--- config.mk ---
export PLATFORM = sky130hd
export DESIGN_NAME = uart_tx_arbiter
export DESIGN_NICKNAME = d
export VERILOG_FILES = /design/src/rtl/uart_arb_pkg.sv /design/src/rtl/rr_priority_picker.sv /design/src/rtl/uart_tx_arbiter.sv
export SDC_FILE = /design/constraint.sdc
export NUM_CORES = 1
export LEC_CHECK = 0
export BUFFER_PORTS_ARGS = -buffer_cell sky130_fd_sc_hd__buf_2
export CORE_ASPECT_RATIO = 0.9
export CORE_MARGIN = 4
export CORE_UTILIZATION = 40
export CTS_CLUSTER_DIAMETER = 40
export DETAILED_ROUTE_END_ITERATION = 16
export GPL_TIMING_DRIVEN = 0
export PLACE_DENSITY = 0.69
export SLEW_MARGIN = 20
export SYNTH_ARGS = -nofsm -noshare
export SYNTH_HDL_FRONTEND = slang
export SYNTH_HIERARCHICAL = 1
export SYNTH_SLANG_ARGS = --single-unit
--- constraint.sdc ---
create_clock -name clock -period 3.6 [get_ports clock]
set_input_delay 0.18 -clock clock [delete_from_list [all_inputs] [get_ports clock]]
set_output_delay 0.18 -clock clock [all_outputs]
set_load 0.005 [all_outputs]
--- src/rtl/uart_arb_pkg.sv ---
// Shared types and helpers for the UART transmit arbiter.
// Imported by the arbiter top and its round-robin picker.
package uart_arb_pkg;

  typedef enum logic {
    IDLE,
    GRANT
  } arb_state_t;

  localparam logic [15:0] DEF_MAX_STALL = 16'd1000;

  function automatic int id_w(input int n);
    return (n < 2) ? 1 : $clog2(n);
  endfunction

endpackage

--- src/rtl/rr_priority_picker.sv ---
// Combinational round-robin search: first request above
// last_grant, wrapping modulo NUM_REQ.
module rr_priority_picker #(
  parameter int NUM_REQ = 4,
  parameter int IW      = 2
) (
  input  logic [NUM_REQ-1:0] req,
  input  logic [IW-1:0]      last_grant,
  output logic [IW-1:0]      winner_id,
  output logic               any_req
);

  // Unrolled per last_grant value so every lane index is a constant.
  always_comb begin
    winner_id = '0;
    for (int lg = 0; lg < NUM_REQ; lg++) begin
      if (last_grant == lg[IW-1:0]) begin
        for (int k = NUM_REQ; k >= 1; k--) begin
          if (req[(lg + k) % NUM_REQ])
            winner_id = IW'((lg + k) % NUM_REQ);
        end
      end
    end
  end

  assign any_req = |req;

endmodule

--- src/rtl/uart_tx_arbiter.sv ---
// Round-robin, message-granular arbiter in front of the UART
// transmit FIFO, with a stall watchdog on the current owner.
module uart_tx_arbiter
  import uart_arb_pkg::*;
#(
  parameter int          NUM_REQ          = 4,
  parameter int          TRANSMITTED_BITS = 8,
  parameter logic [15:0] MAX_STALL        = DEF_MAX_STALL,
  localparam int         IW               = id_w(NUM_REQ)
) (
  input  logic                                clock,
  input  logic                                reset,
  input  logic [NUM_REQ-1:0]                  req_valid,
  input  logic [NUM_REQ*TRANSMITTED_BITS-1:0] req_data,
  input  logic [NUM_REQ-1:0]                  req_last,
  output logic [NUM_REQ-1:0]                  req_ready,
  input  logic                                tx_full,
  output logic [TRANSMITTED_BITS-1:0]         tx_data,
  output logic                                write_to_uart,
  output logic [IW-1:0]                       grant_id,
  output logic                                busy,
  output logic                                abort
);

  arb_state_t  state;
  logic [IW-1:0] last_grant;
  logic [15:0] stall_cnt;

  logic [IW-1:0] winner_id;
  logic          any_req;
  logic          sel_valid;
  logic          sel_last;
  logic          granted;
  logic          accept;

  rr_priority_picker #(
    .NUM_REQ (NUM_REQ),
    .IW      (IW)
  ) u_picker (
    .req        (req_valid),
    .last_grant (last_grant),
    .winner_id  (winner_id),
    .any_req    (any_req)
  );

  assign granted   = (state == GRANT);
  assign sel_valid = req_valid[grant_id];
  assign sel_last  = req_last[grant_id];
  assign accept    = granted && sel_valid && !tx_full;

  assign busy          = granted;
  assign write_to_uart = accept;
  // An accept on the expiry cycle takes priority over the abort.
  assign abort = granted && (stall_cnt >= MAX_STALL) && !accept;

  always_comb begin
    req_ready = '0;
    if (granted)
      req_ready[grant_id] = !tx_full;
  end

  always_comb begin
    tx_data = '0;
    for (int i = 0; i < NUM_REQ; i++) begin
      if (grant_id == i[IW-1:0])
        tx_data = req_data[i*TRANSMITTED_BITS +: TRANSMITTED_BITS];
    end
  end

  always_ff @(posedge clock or posedge reset) begin
    if (reset) begin
      state      <= IDLE;
      grant_id   <= '0;
      last_grant <= IW'(NUM_REQ - 1);
      stall_cnt  <= '0;
    end else begin
      unique case (state)
        IDLE: begin
          if (any_req) begin
            state     <= GRANT;
            grant_id  <= winner_id;
            stall_cnt <= '0;
          end
        end
        GRANT: begin
          if (accept) begin
            stall_cnt <= '0;
            if (sel_last) begin
              state      <= IDLE;
              last_grant <= grant_id;
            end
          end else if (abort) begin
            state      <= IDLE;
            last_grant <= grant_id;
            stall_cnt  <= '0;
          end else if (!sel_valid && !tx_full) begin
            stall_cnt <= stall_cnt + 16'd1;
          end
        end
        default: state <= IDLE;
      endcase
    end
  end

endmodule

# After elaboration in Yosys (flattened, before gate mapping)
# Cells that the tools add are included.
word_totals:
  regBits: 21
  output_inout_bits: 17
classes:
  add_sub_neg: 1
  magnitude_cmp: 3
  n_eq_ne: 9
  muxes: 43
  bitwise: 2
  n_reduce_logical: 16
ops:
  columns: ["cell", "n"]
  rows:
  - ["16-bit 2-to-1 mux", 4]
  - ["2-bit 2-to-1 mux", 22]
  - ["8-bit 2-to-1 mux", 4]
  - ["16-bit case mux with 2 select lines", 1]
  - ["16-bit by 1-bit adder with 16-bit output, second input constant", 1]
  - ["16-bit by 10-bit greater-or-equal comparator with 1-bit output, second input constant", 1]
  - ["2-bit == test, second input constant", 4]
  - ["1-bit 2-to-1 mux", 7]
  - ["1-bit logical AND", 6]
  - ["4-bit AND", 1]
  - ["1-bit binary-select mux with 2-bit select", 2]
  - ["2-bit by 1-bit == test with 1-bit output, second input constant", 2]
  - ["2-bit logical NOT", 2]
  - ["4-bit 2-to-1 mux", 1]
  - ["2-bit inequality test, second input constant", 2]
  - ["4-bit by 2-bit inequality test with 1-bit output, second input constant", 1]
  - ["2-bit AND reduction", 2]
  - ["4-bit OR reduction", 1]
  - ["1-bit logical NOT", 3]
  - ["2-bit by 3-bit less-than comparator with 1-bit output, second input constant", 1]
  - ["3-bit AND reduction", 1]
  - ["1-bit demux with 2-bit select", 1]
  - ["2-bit by 1-bit greater-or-equal comparator with 1-bit output, second input constant", 1]
  - ["1-bit case mux with 2 select lines", 1]
  - ["other kinds (2)", 2]

# Depth between registers and ports, before layout
# Gate-level depths: netlist of run 1.
depth:
  word_depth: 19
  depth_mapped: 6

# Cells and area by module
# The synthesis of run 1 kept the hierarchy.
by_module_without_submodules:
  columns: ["mod", "n_inst", "cells_per_inst", "area_each_um2", "seq_area_each_um2"]
  rows:
  - ["uart_tx_arbiter", 1, 123, 1355.0, 528.0]
  - ["rr_priority_picker", 1, 11, 65.1, 0.0]

# Worst setup path after synthesis of run 1
# No wires, ideal clock.
synth_path:
  kind: "register -> register"
  startpoint: "register stall_cnt[10]"
  endpoint: "register last_grant[0]"
  setup_ns: 0.082
  arrival_ns: 1.764
  required_time_ns: 3.518
  path_slack_ns: 1.754
  path_stages_with_launch: 5
  cell_sequence: "dfrtp_1 -> or4_4 -> a211oi_4 -> o31a_1 -> mux2_2"
synth_between:
  elab_chain_cells: 5
synth_rtl:
  columns: ["element", "line_no", "source"]
  rows:
  - ["from (decl)", "uart_tx_arbiter.sv:27", "logic [15:0] stall_cnt;"]
  - ["from (signal assigned)", "uart_tx_arbiter.sv:97", "stall_cnt <= stall_cnt + 16'd1;"]
  - ["16-bit by 10-bit greater-or-equal comparator with 1-bit output", "uart_tx_arbiter.sv:54", "assign abort = granted && (stall_cnt >= MAX_STALL) && !accept;"]
  - ["1-bit logical AND (2 in series)", "uart_tx_arbiter.sv:54", null]
  - ["2-bit nonzero test (no source line)", null, null]
  - ["3-bit AND reduction (no source line)", null, null]
  - ["to (signal assigned)", "uart_tx_arbiter.sv:74", "last_grant <= IW'(NUM_REQ - 1);"]
  - ["to (signal assigned)", "uart_tx_arbiter.sv:90", "last_grant <= grant_id;"]
  - ["to (signal assigned)", "uart_tx_arbiter.sv:94", "last_grant <= grant_id;"]
  - ["to (decl)", "uart_tx_arbiter.sv:26", "logic [IW-1:0] last_grant;"]
# No other way between the ends.
# A chain may end at the register's enable or synchronous reset.

# Worst setup path after layout of run 1
layout_path:
  startpoint: "register stall_cnt[10]"
  endpoint: "output abort"
layout_between:
  elab_chain_cells: 3
layout_rtl:
  columns: ["element", "line_no", "source"]
  rows:
  - ["16-bit by 10-bit greater-or-equal comparator with 1-bit output", "uart_tx_arbiter.sv:54", null]
  - ["1-bit logical AND (2 in series)", "uart_tx_arbiter.sv:54", null]
  - ["to (decl)", "uart_tx_arbiter.sv:22", "output logic abort"]
# No other way between the ends.

==> impl_metrics.csv, run 1 <==
group,metric,value,unit
status,status,"completed",
setup_path,crit_path_end_kind,"primary output",
routing,firstDrtPassIters,6,
setup_path,max_stage_delay,550,ps
timing,finalClockSkew,4.86,ps
setup_path,critPathKind,"flip-flop to primary output",
placement,routabilityCongestion,0.890,
synth,synth.avg_cell_area,10.6,µm²
routing,top_layer,"met4",
placement,pre_cts_ws,1580,ps
floorplan,placementRows,20,
timing,min_period,2130,ps
global_routing,grt_max_degree,22,
routing,wl_met3,224,µm
run,drv_cap,0,
power_and_ir_drop,pwr-share-seq,0.323,
clock_tree,path_clk_slew,80,ps
power_and_ir_drop,p_comb_frac,0.518,
clock_tree,tritoncts,"yes",
global_routing,grt_pass1_wl,6370,µm
timing,setup_viol,0,
routing,drc,0,
setup_path,arrival,1950,ps
routing,m1WireLength,1700,µm
floorplan,coreArea,0.00340,mm²
synth,synth_top_cell_by_area,"dfrtp_1",
final_layout,fin_nets,243,
power_and_ir_drop,power_density,553,mW/mm²
power_and_ir_drop,p_sw,0.376,mW
power_and_ir_drop,intPower,0.629,mW
global_routing,grt_pass1_vias,1279,
timing,period_share,0.592,
floorplan,ios,60,
timing,rsz0062_at_grt,"false",
timing,final_max_slew_viol_count,0,
timing,setup_slack,1470,ps
setup_path,crit_chain,"or4_4 > a211oi_4 > nor3_1 > buf_2",
timing,max_freq,469,MHz
synth,yosysWarnings,6,
routing,viasPerCell,5.67,
clock_tree,post_cts_buffers,0,
clock_tree,hold_buffers,0,
routing,drtIter0Drc,131,
synth,synthDistinctLibCells,42,
clock_tree,cts.path.max_buffers,2,
setup_path,required,3420,ps
floorplan,die_y,64.5,µm
final_layout,multiInputGateArea,827,µm²
routing,num_vias,1367,
power_and_ir_drop,leakagePower,0.853,nW
routing,dr_wl_met2,2010,µm
power_and_ir_drop,switching_share,0.374,
synth,synth_top_area_frac,0.335,
routing,ant_nets,0,
global_routing,grt_use_total,0.178,
clock_tree,cts_buffers,3,
synth,yosysSeqAreaShare,0.372,
final_layout,seqCellArea,528,µm²
floorplan,start_util,0.417,
clock_tree,cts_sinks,21,
timing,setup_tns,0,ps
synth,syn-cell-area,0.00142,mm²
setup_path,critPathLaunchType,"flip-flop",
timing,slew-limit-headroom,0.463,
global_routing,antenna_found_initial,0,
synth,ys_ff_latch,21,
floorplan,die_area,0.00457,mm²
synth,ys_top_cells_by_area,"dfrtp_1 (33%), mux4_2 (16%), a31oi_1 (4.4%), nor2b_1 (4.0%), dfstp_2 (3.7%)",
final_layout,num-fill-cells,312,
final_layout,antenna_cells,0,
floorplan,die_w,70.8,µm
routing,routedWlPerCell,16.5,µm
final_layout,final_layout_size_suffix_gt1_frac,0.457,
power_and_ir_drop,power,1.01,mW
final_layout,area_growth,27.9,%
synth,netlist_instances,134,
min_path,worstHoldPathType,"primary input to asynchronous set/reset pin",
timing,finalHoldViolations,0,
placement,port_buffers,59,
timing,tightest_slew,804,ps
clock_tree,clock_latency,270,ps
final_layout,final_cell_mix,"buf_2 (60), dfrtp_1 (19), a31oi_1 (10), mux4_2 (10), nor2b_1 (9)",
final_layout,layout_commonest_cell,"buf_2",
synth,syn_nets,179,
power_and_ir_drop,peakVddDrop,0.281,mV
clock_tree,root_buffer,"clkbuf_8",
power_and_ir_drop,clock_power_share,0.159,
clock_tree,htreeDepth,1,
placement,dpl.hpwl,3200,µm
clock_tree,cts_resized,0,
setup_path,cp_slowest_cell,"or4_4",
global_routing,grt_overflow,0,
routing,wirelength,3990,µm
setup_path,critical_path.max_fanout,10,
## registers in the layout, summed over array words and instances, names as in the netlist
register and count:
grant_id 2, stall_cnt 16, busy 1, last_grant 2
## synthesized netlist by cell type (all sizes together)
cell type and number:
a2111oi 1, a211oi 1, a21oi 3, a2bb2oi 1
a31oi 10, a41oi 1, and2 5, and3 3
buf 4, clkbuf 2, dfrtp 19, dfstp 2
ha 2, inv 7, mux2 4, mux4 10
nand2 8, nand3 7, nand3b 4, nand4 1
nor2 7, nor2b 9, nor3 2, o2111ai 1
o211a 1, o211ai 1, o21ai 5, o221a 1
o221ai 1, o22ai 3, o31a 1, or2 1
or3 2, or3b 1, or4 2, xnor2 1
## final timing paths
| kind | to | slack [ps] | cells after the start | start |
|---|---|---|---|---|
| worst min register to register | stall_cnt[15] | 500 | 1 | stall_cnt[15] |
| worst min-delay path | stall_cnt[11] | 50 | 2 | reset |
| max in group asynchronous | stall_cnt[7] | 3040 | 2 | reset |
| worst max register to register | last_grant[0] | 1560 | 4 | stall_cnt[10] |
| worst max-delay path | abort | 1470 | 4 | stall_cnt[10] |
| min in group clock | grant_id[1] | 340 | 4 | req_valid[2] |
## power groups by stage
stage | Combinational [mW] | Sequential, mW | Clock [mW]
floorplan | 0.353 | 0.320 | 0
global placement | 0.504 | 0.325 | 0
detailed placement | 0.521 | 0.329 | 0
CTS | 0.523 | 0.324 | 0.166
global route | 0.564 | 0.333 | 0.176
finish | 0.521 | 0.325 | 0.160
## area by class of cell
class | instances | area share
clock inverters | 1 | 0.00275
repair buffers | 59 | 0.163
plain buffers | 6 | 0.0213
well taps | 44 | 0.0303
inverters | 7 | 0.0145
flip-flops and latches | 21 | 0.291
clock buffers | 3 | 0.0227
multi-input cells | 100 | 0.455
## metal layers
layer	vias to the layer above	GRT usage
li1	634	-
met1	674	0.229
met2	51	0.299
met3	8	0.0434
met4	0	0.0469
met5	-	0
## critical path, delay by kind of cell (launching register included)
family	cells	cell delay, ps
buffers and inverters	1	160
AO/OA/AOI/OAI	1	430
AND/OR/NAND/NOR	2	700
flip-flops	1	400
## logic make-up (layout without fill, tap and decap cells)
kind of cell    Yosys count  after routing  synth area share
compound gates           31             31             0.164
xor+xnor                  1              1           0.00617
fa+ha+maj                 2              2            0.0176
buf+inv                  13             76            0.0458
flops                    21             21             0.372
mux                      14             14             0.190
simple gates             52             52             0.204
## metrics by stage
stage | instances | cell area (µm²) | hold WS, ps | util
CTS | 241 | 1820 | 71.8 | 0.534
global placement | 237 | 1770 | 355 | 0.520
finish | 241 | 1820 | 52.6 | 0.534
detailed placement | 237 | 1770 | 369 | 0.520
global route | 241 | 1820 | 137 | 0.534
floorplan | 134 | 1420 | 155 | -
Power figures use the tool's default switching activity.
==> run 2, diff against run 1 <==
--- a/config.mk
+++ b/config.mk
@@ -5,6 +5,7 @@
 export SDC_FILE = /design/constraint.sdc
 export NUM_CORES = 1
 export LEC_CHECK = 0
+export ABC_AREA = 1
 export BUFFER_PORTS_ARGS = -buffer_cell sky130_fd_sc_hd__buf_2
 export CORE_ASPECT_RATIO = 0.9
 export CORE_MARGIN = 4
@@ -12,7 +13,7 @@
 export CTS_CLUSTER_DIAMETER = 40
 export DETAILED_ROUTE_END_ITERATION = 16
 export GPL_TIMING_DRIVEN = 0
-export PLACE_DENSITY = 0.69
+export PLACE_DENSITY = 0.68
 export SLEW_MARGIN = 20
 export SYNTH_ARGS = -nofsm -noshare
 export SYNTH_HDL_FRONTEND = slang
==> constraint.sdc (replaced) <==
create_clock -name clock -period 2.1 [get_ports clock]
set_input_delay 0.105 -clock clock [delete_from_list [all_inputs] [get_ports clock]]
set_output_delay 0.105 -clock clock [all_outputs]
set_load 0.005 [all_outputs]
==> run 2 against run 1 <==
Compared with the run above: the flow now finishes with violations (hold timing); clock power up 71%; core utilization up 0.86 points; routed wire length down 5.0%; synthesized cell count up 73%; hold slack worse by 64 ps; combinational power up 110%; clock-buffer cell count unchanged; non-clock buffer count down 3; synthesized area up 4.8%; first-iteration DRC count down 58%; cell area up 3.9%; flip-flop and latch count unchanged; highest routed layer unchanged.
==> impl_metrics.csv, run 2 <==
group,metric,value,unit
status,status,"finished, violations left",
status,failed_checks,"hold timing",
timing,max_freq,562,MHz
synth,synth_edf_count,0,
routing,firstDrtPassIters,4,
synth,synth.avg_cell_area,6.41,µm²
global_routing,grt_pass1_wl,6200,µm
floorplan,ios,60,
clock_tree,clock_latency,260,ps
timing,timing.hold.ws,-11.1,ps
timing,rsz0062_at_grt,"false",
clock_tree,root_buffer,"clkbuf_8",
routing,routedWlPerCell,11.2,µm
synth,ys_ff_latch,21,
power_and_ir_drop,switching_share,0.450,
setup_path,critical_path.max_fanout,8,
final_layout,regMostFlops,"stall_cnt",
synth,synth_top_cell_by_area,"dfrtp_1",
timing,tightest_slew,819,ps
setup_path,arrival,1670,ps
synth,ys_top_cells_by_area,"dfrtp_1 (32%), nand2_1 (20%), nor2_1 (8.1%), inv_1 (7.8%), nand3_1 (4.7%)",
clock_tree,hold_buffers,0,
setup_path,critPathKind,"flip-flop to primary output",
global_routing,grt_max_degree,22,
routing,num_vias,1581,
floorplan,coreArea,0.00348,mm²
run,drv_cap,0,
power_and_ir_drop,p_comb_frac,0.562,
final_layout,final_cell_mix,"nand2_1 (81), buf_2 (59), nor2_1 (32)",
setup_path,crit_path_end_kind,"primary output",
synth,synth_common_cells,"nand2_1 (81), nor2_1 (32), inv_1 (31), dfrtp_1 (19), nand3_1 (14)",
global_routing,grt_use_total,0.161,
timing,period_share,0.847,
final_layout,fin_nets,341,
power_and_ir_drop,p_sw,0.873,mW
final_layout,seqCellArea,528,µm²
clock_tree,path_clk_slew,80,ps
synth,ys_async_sr_fraction,1.00,
placement,port_buffers,59,
final_layout,final_layout_size_suffix_gt1_frac,0.278,
power_and_ir_drop,peakVddDrop,0.675,mV
routing,drc,0,
setup_path,critPathLaunch,"grant_id[1]",
timing,finalClockSkew,5.35,ps
synth,yosysMostFrequentCell,"nand2_1",
global_routing,antenna_found_initial,0,
setup_path,r2r_start,"grant_id[0]",
routing,viasPerCell,4.66,
synth,netlist_instances,232,
floorplan,start_util,0.428,
placement,routabilityCongestion,0.849,
power_and_ir_drop,leakagePower,1.08,nW
synth,syn-cell-area,0.00149,mm²
final_layout,multiInputGateArea,793,µm²
timing,finalHoldViolations,19,
routing,wirelength,3790,µm
clock_tree,tritoncts,"yes",
routing,drtIter0Drc,55,
clock_tree,cts_buffers,3,
timing,slew-limit-headroom,0.453,
synth,yosysWarnings,6,
min_path,worstHoldPathType,"primary input to asynchronous set/reset pin",
power_and_ir_drop,pwr-share-seq,0.297,
global_routing,grt_overflow,0,
placement,dpl.hpwl,2970,µm
power_and_ir_drop,power_density,1030,mW/mm²
final_layout,area_growth,26.8,%
clock_tree,cts_resized,0,
clock_tree,htreeDepth,1,
final_layout,num-fill-cells,365,
clock_tree,cts_sinks,21,
final_layout,largest_register_ffs,16,
floorplan,die_w,72.3,µm
setup_path,critPathLaunchType,"flip-flop",
timing,setup_tns,0,ps
power_and_ir_drop,clock_power_share,0.141,
synth,synth-main-ff-cell,"dfrtp_1",
synth,synthDistinctLibCells,25,
floorplan,die_y,65.9,µm
global_routing,grt_pass1_vias,1397,
final_layout,fin_util,0.542,
synth,syn_nets,277,
timing,setup_viol,0,
setup_path,required,2000,ps
routing,ant_nets,0,
final_layout,layout_commonest_cell,"nand2_1",
synth,yosysSeqAreaShare,0.355,
timing,final_max_slew_viol_count,0,
final_layout,antenna_cells,0,
timing,min_period,1780,ps
power_and_ir_drop,intPower,1.07,mW
floorplan,die_area,0.00476,mm²
synth,synth_top_area_frac,0.320,
final_layout,top_regs,"stall_cnt: 16 flops, grant_id: 2 flops, last_grant: 2 flops",
clock_tree,cts.path.max_buffers,2,
floorplan,placementRows,20,
clock_tree,post_cts_buffers,0,
## run 2: cell count changes in the layout (fill, tap and decap cells not counted), moves of 4 or more
| cell | delta |
|---|---|
| nand3_1 | +7 |
| inv_1 | +24 |
| nand2_1 | +73 |
| mux2_2 | -4 |
| a31oi_1 | -10 |
| nor2b_1 | -9 |
| nand3b_1 | -4 |
| nand4_1 | +10 |
| o21ai_0 | +4 |
| nand2_2 | +7 |
| mux4_2 | -10 |
| nor2_1 | +25 |
| and2_1 | -5 |
## run 2: path summary, 6_finish.rpt
path / end / slack (ps) / cells after the start
max: tx_data[0] / 320 / 6
min: stall_cnt[15] / -10 / 2
max reg2reg: stall_cnt[0] / 640 / 11
min reg2reg: last_grant[0] / 490 / 2
max in group asynchronous: stall_cnt[3] / 1600 / 2
min in group clock: grant_id[1] / 280 / 5
## run 2: metrics by stage
step / hold slack, ps / instances / power (mW) / instance area, µm² / worst slack [ps]
after floorplan: 80.0 / 232 / 1.32 / 1490 / 809
after global routing: 43.1 / 339 / 2.15 / 1890 / 75.9
after global placement: 296 / 335 / 1.67 / 1840 / 619
after CTS: 12.6 / 339 / 1.96 / 1890 / 289
final: -11.1 / 339 / 1.94 / 1890 / 321
after detailed placement: 298 / 335 / 1.68 / 1840 / 591
## run 2: worst max-delay path, stage by stage (launching register included)
cell      delay, ps
dfrtp_1         350
clkbuf_2        180
inv_1           130
nor2_1          430
nand2_1         110
nand4_1         100
buf_2           120
## run 2: per-layer routing
layer | vias up | global-route usage | routed length (µm)
li1 | 852 | - | -
met1 | 684 | 0.224 | 1780
met2 | 43 | 0.258 | 1740
met3 | 2 | 0.0380 | 250
met4 | 0 | 0.0211 | 15
met5 | - | 0 | 0
## run 2: cell families after synthesis
family | count (synthesis) | share of synthesized area
AND/OR/NAND/NOR | 151 | 0.437
adder cells (fa/ha/maj) | 2 | 0.0168
XOR/XNOR | 3 | 0.0177
buffers and inverters | 38 | 0.112
flip-flops | 21 | 0.355
AO/OA/AOI/OAI | 17 | 0.0614
## run 2: power by group through the flow
stage               clock network [mW]  registers [mW]  logic [mW]
finish                           0.273           0.575        1.09
global route                     0.301           0.593        1.25
CTS                              0.284           0.574        1.10
detailed placement                   0           0.582        1.10
global placement                     0           0.581        1.09
floorplan                            0           0.571       0.745
## run 2: layout make-up
class,instances,area share
Buffer,3,0.0172
Inverter,35,0.0710
Clock buffer,3,0.0219
Timing Repair Buffer,59,0.156
Multi-Input combinational cell,173,0.420
Sequential cell,21,0.280
Tap cell,44,0.0292
Clock inverter,1,0.00398
==> run 3, diff against run 2 <==
==> constraint.sdc (replaced) <==
create_clock -name clock -period 1.72 [get_ports clock]
set_input_delay 0.086 -clock clock [delete_from_list [all_inputs] [get_ports clock]]
set_output_delay 0.086 -clock clock [all_outputs]
set_load 0.005 [all_outputs]
==> run 3 against run 2 <==
Compared with the run above: the flow now finishes without violations; highest routed layer unchanged; cell count rose by 0.29%; largest power group unchanged; worst setup slack got worse by 150 ps; power increased by 24%.
==> impl_metrics.csv, run 3 (same netlist as run 2, synthesis figures left out) <==
group,metric,value,unit
setup_path,worst-r2r-setup-slack,280,ps
floorplan,die_y,65.9,µm
timing,setup_viol,0,
setup_path,required,1630,ps
floorplan,die_w,72.3,µm
clock_tree,clock_latency,260,ps
clock_tree,htreeDepth,1,
timing,min_period,1540,ps
setup_path,critical_path.max_fanout,8,
final_layout,fin_nets,342,
global_routing,grt_pass1_wl,6220,µm
global_routing,antenna_found_initial,0,
timing,period_share,0.898,
power_and_ir_drop,peakVddDrop,0.828,mV
setup_path,critPathLaunchType,"flip-flop",
timing,setup_tns,0,ps
floorplan,placementRows,20,
global_routing,grt_pass1_vias,1400,
global_routing,grt_overflow,0,
status,status,"completed",
routing,routedWlPerCell,11.2,µm
setup_path,arrival,1460,ps
final_layout,fin_cells,340,
run,drv_cap,0,
floorplan,die_area,0.00476,mm²
clock_tree,cts_sinks,21,
setup_path,critPathKind,"flip-flop to primary output",
clock_tree,cts_buffers,3,
clock_tree,root_buffer,"clkbuf_8",
routing,wirelength,3810,µm
routing,num_vias,1591,
timing,tightest_slew,815,ps
final_layout,layout_commonest_cell,"nand2_1",
timing,finalClockSkew,5.48,ps
final_layout,top_regs,"stall_cnt: 16 flops, grant_id: 2 flops, last_grant: 2 flops",
min_path,worstHoldPathType,"primary input to flip-flop",
setup_path,cp_slowest_cell,"dfrtp_1",
clock_tree,tritoncts,"yes",
setup_path,crit_chain,"clkbuf_2 > nor2_2 > nand2_1 > nand4_1 > buf_2",
floorplan,start_util,0.428,
routing,ant_nets,0,
final_layout,final_cell_mix,"nand2_1 (81), buf_2 (59), inv_1 (30)",
clock_tree,cts.path.max_buffers,2,
placement,routabilityCongestion,0.849,
setup_path,crit_path_end_kind,"primary output",
floorplan,ios,60,
clock_tree,post_cts_buffers,0,
global_routing,grt_use_total,0.161,
setup_path,max_stage_delay,380,ps
routing,drtIter0Drc,48,
final_layout,final_layout_size_suffix_gt1_frac,0.291,
routing,firstDrtPassIters,4,
placement,port_buffers,59,
clock_tree,path_clk_slew,80,ps
final_layout,antenna_cells,0,
floorplan,coreArea,0.00348,mm²
final_layout,regMostFlops,"stall_cnt",
placement,dpl.hpwl,2970,µm
placement,placed_cells,335,
timing,finalHoldViolations,0,
final_layout,largest_register_ffs,16,
timing,final_max_slew_viol_count,0,
final_layout,area_growth,28.6,%
power_and_ir_drop,power_density,1260,mW/mm²
routing,drc,0,
global_routing,grt_max_degree,22,
timing,rsz0062_at_grt,"false",
timing,max_freq,647,MHz
power_and_ir_drop,leakagePower,1.08,nW
routing,viasPerCell,4.68,
timing,slew-limit-headroom,0.456,
-- run 3: cell types whose count changed in the layout (fill, tap and decap cells not counted), sizes merged --
| cell | delta |
|---|---|
| dlygate4sd3 | +1 |
-- run 3: worst max-delay path: cells and delay by family, from the launching register on --
| kind | cells | cell delay, ps |
|---|---|---|
| flip-flops | 1 | 380 |
| buffers and inverters | 2 | 290 |
| AND/OR/NAND/NOR | 3 | 530 |
-- run 3: through the flow --
step	hold WS, ps	utilization	setup slack (ps)	instance area [µm²]	total power, mW
floorplan	61.0	-	429	1490	1.61
global placement	277	0.528	258	1840	2.04
detailed placement	279	0.528	230	1840	2.05
CTS	250	0.546	10.5	1900	2.40
global route	278	0.550	21.2	1910	2.67
finish	257	0.550	175	1910	2.41
-- run 3: report_power, final --
group | internal [mW] | total [mW] | leakage (nW) | switching [mW]
Sequential | 0.606 | 0.704 | 0.274 | 0.0981
Clock | 0.164 | 0.334 | 0.0217 | 0.170
Combinational | 0.552 | 1.37 | 0.785 | 0.821
-- run 3: worst paths after layout --
check | start | endpoint | cells after the start
max in group asynchronous | reset | stall_cnt[3] | 3
min in group asynchronous | reset | stall_cnt[15] | 3
min reg2reg | last_grant[0] | last_grant[0] | 2
max reg2reg | stall_cnt[3] | stall_cnt[2] | 7
min | req_valid[3] | grant_id[1] | 5
max | grant_id[1] | tx_data[0] | 5
-- run 3: what timing repair did --
action,4_1_cts,5_1_grt
setup endpoints to repair,8,9
endpoints found under the hold margin,19,0
gates resized for setup,1,5
hold buffers,1,0
-- run 3: final cells by class --
type | count | area (µm²)
Timing Repair Buffer | 60 | 305
Inverter | 35 | 134
Clock inverter | 1 | 7.51
Buffer | 3 | 36.3
Multi-Input combinational cell | 173 | 806
Sequential cell | 21 | 528
Fill cell | 364 | 1570
Tap cell | 44 | 55.1
Clock buffer | 3 | 41.3
-- run 3: layer usage --
metal | vias to the layer above | part of all wire | GRT usage
met3 | 4 | 0.061 | 0.0380
met5 | - | 0 | 0
met1 | 697 | 0.48 | 0.225
met4 | 0 | 0.0045 | 0.0211
met2 | 39 | 0.46 | 0.258
li1 | 851 | - | -
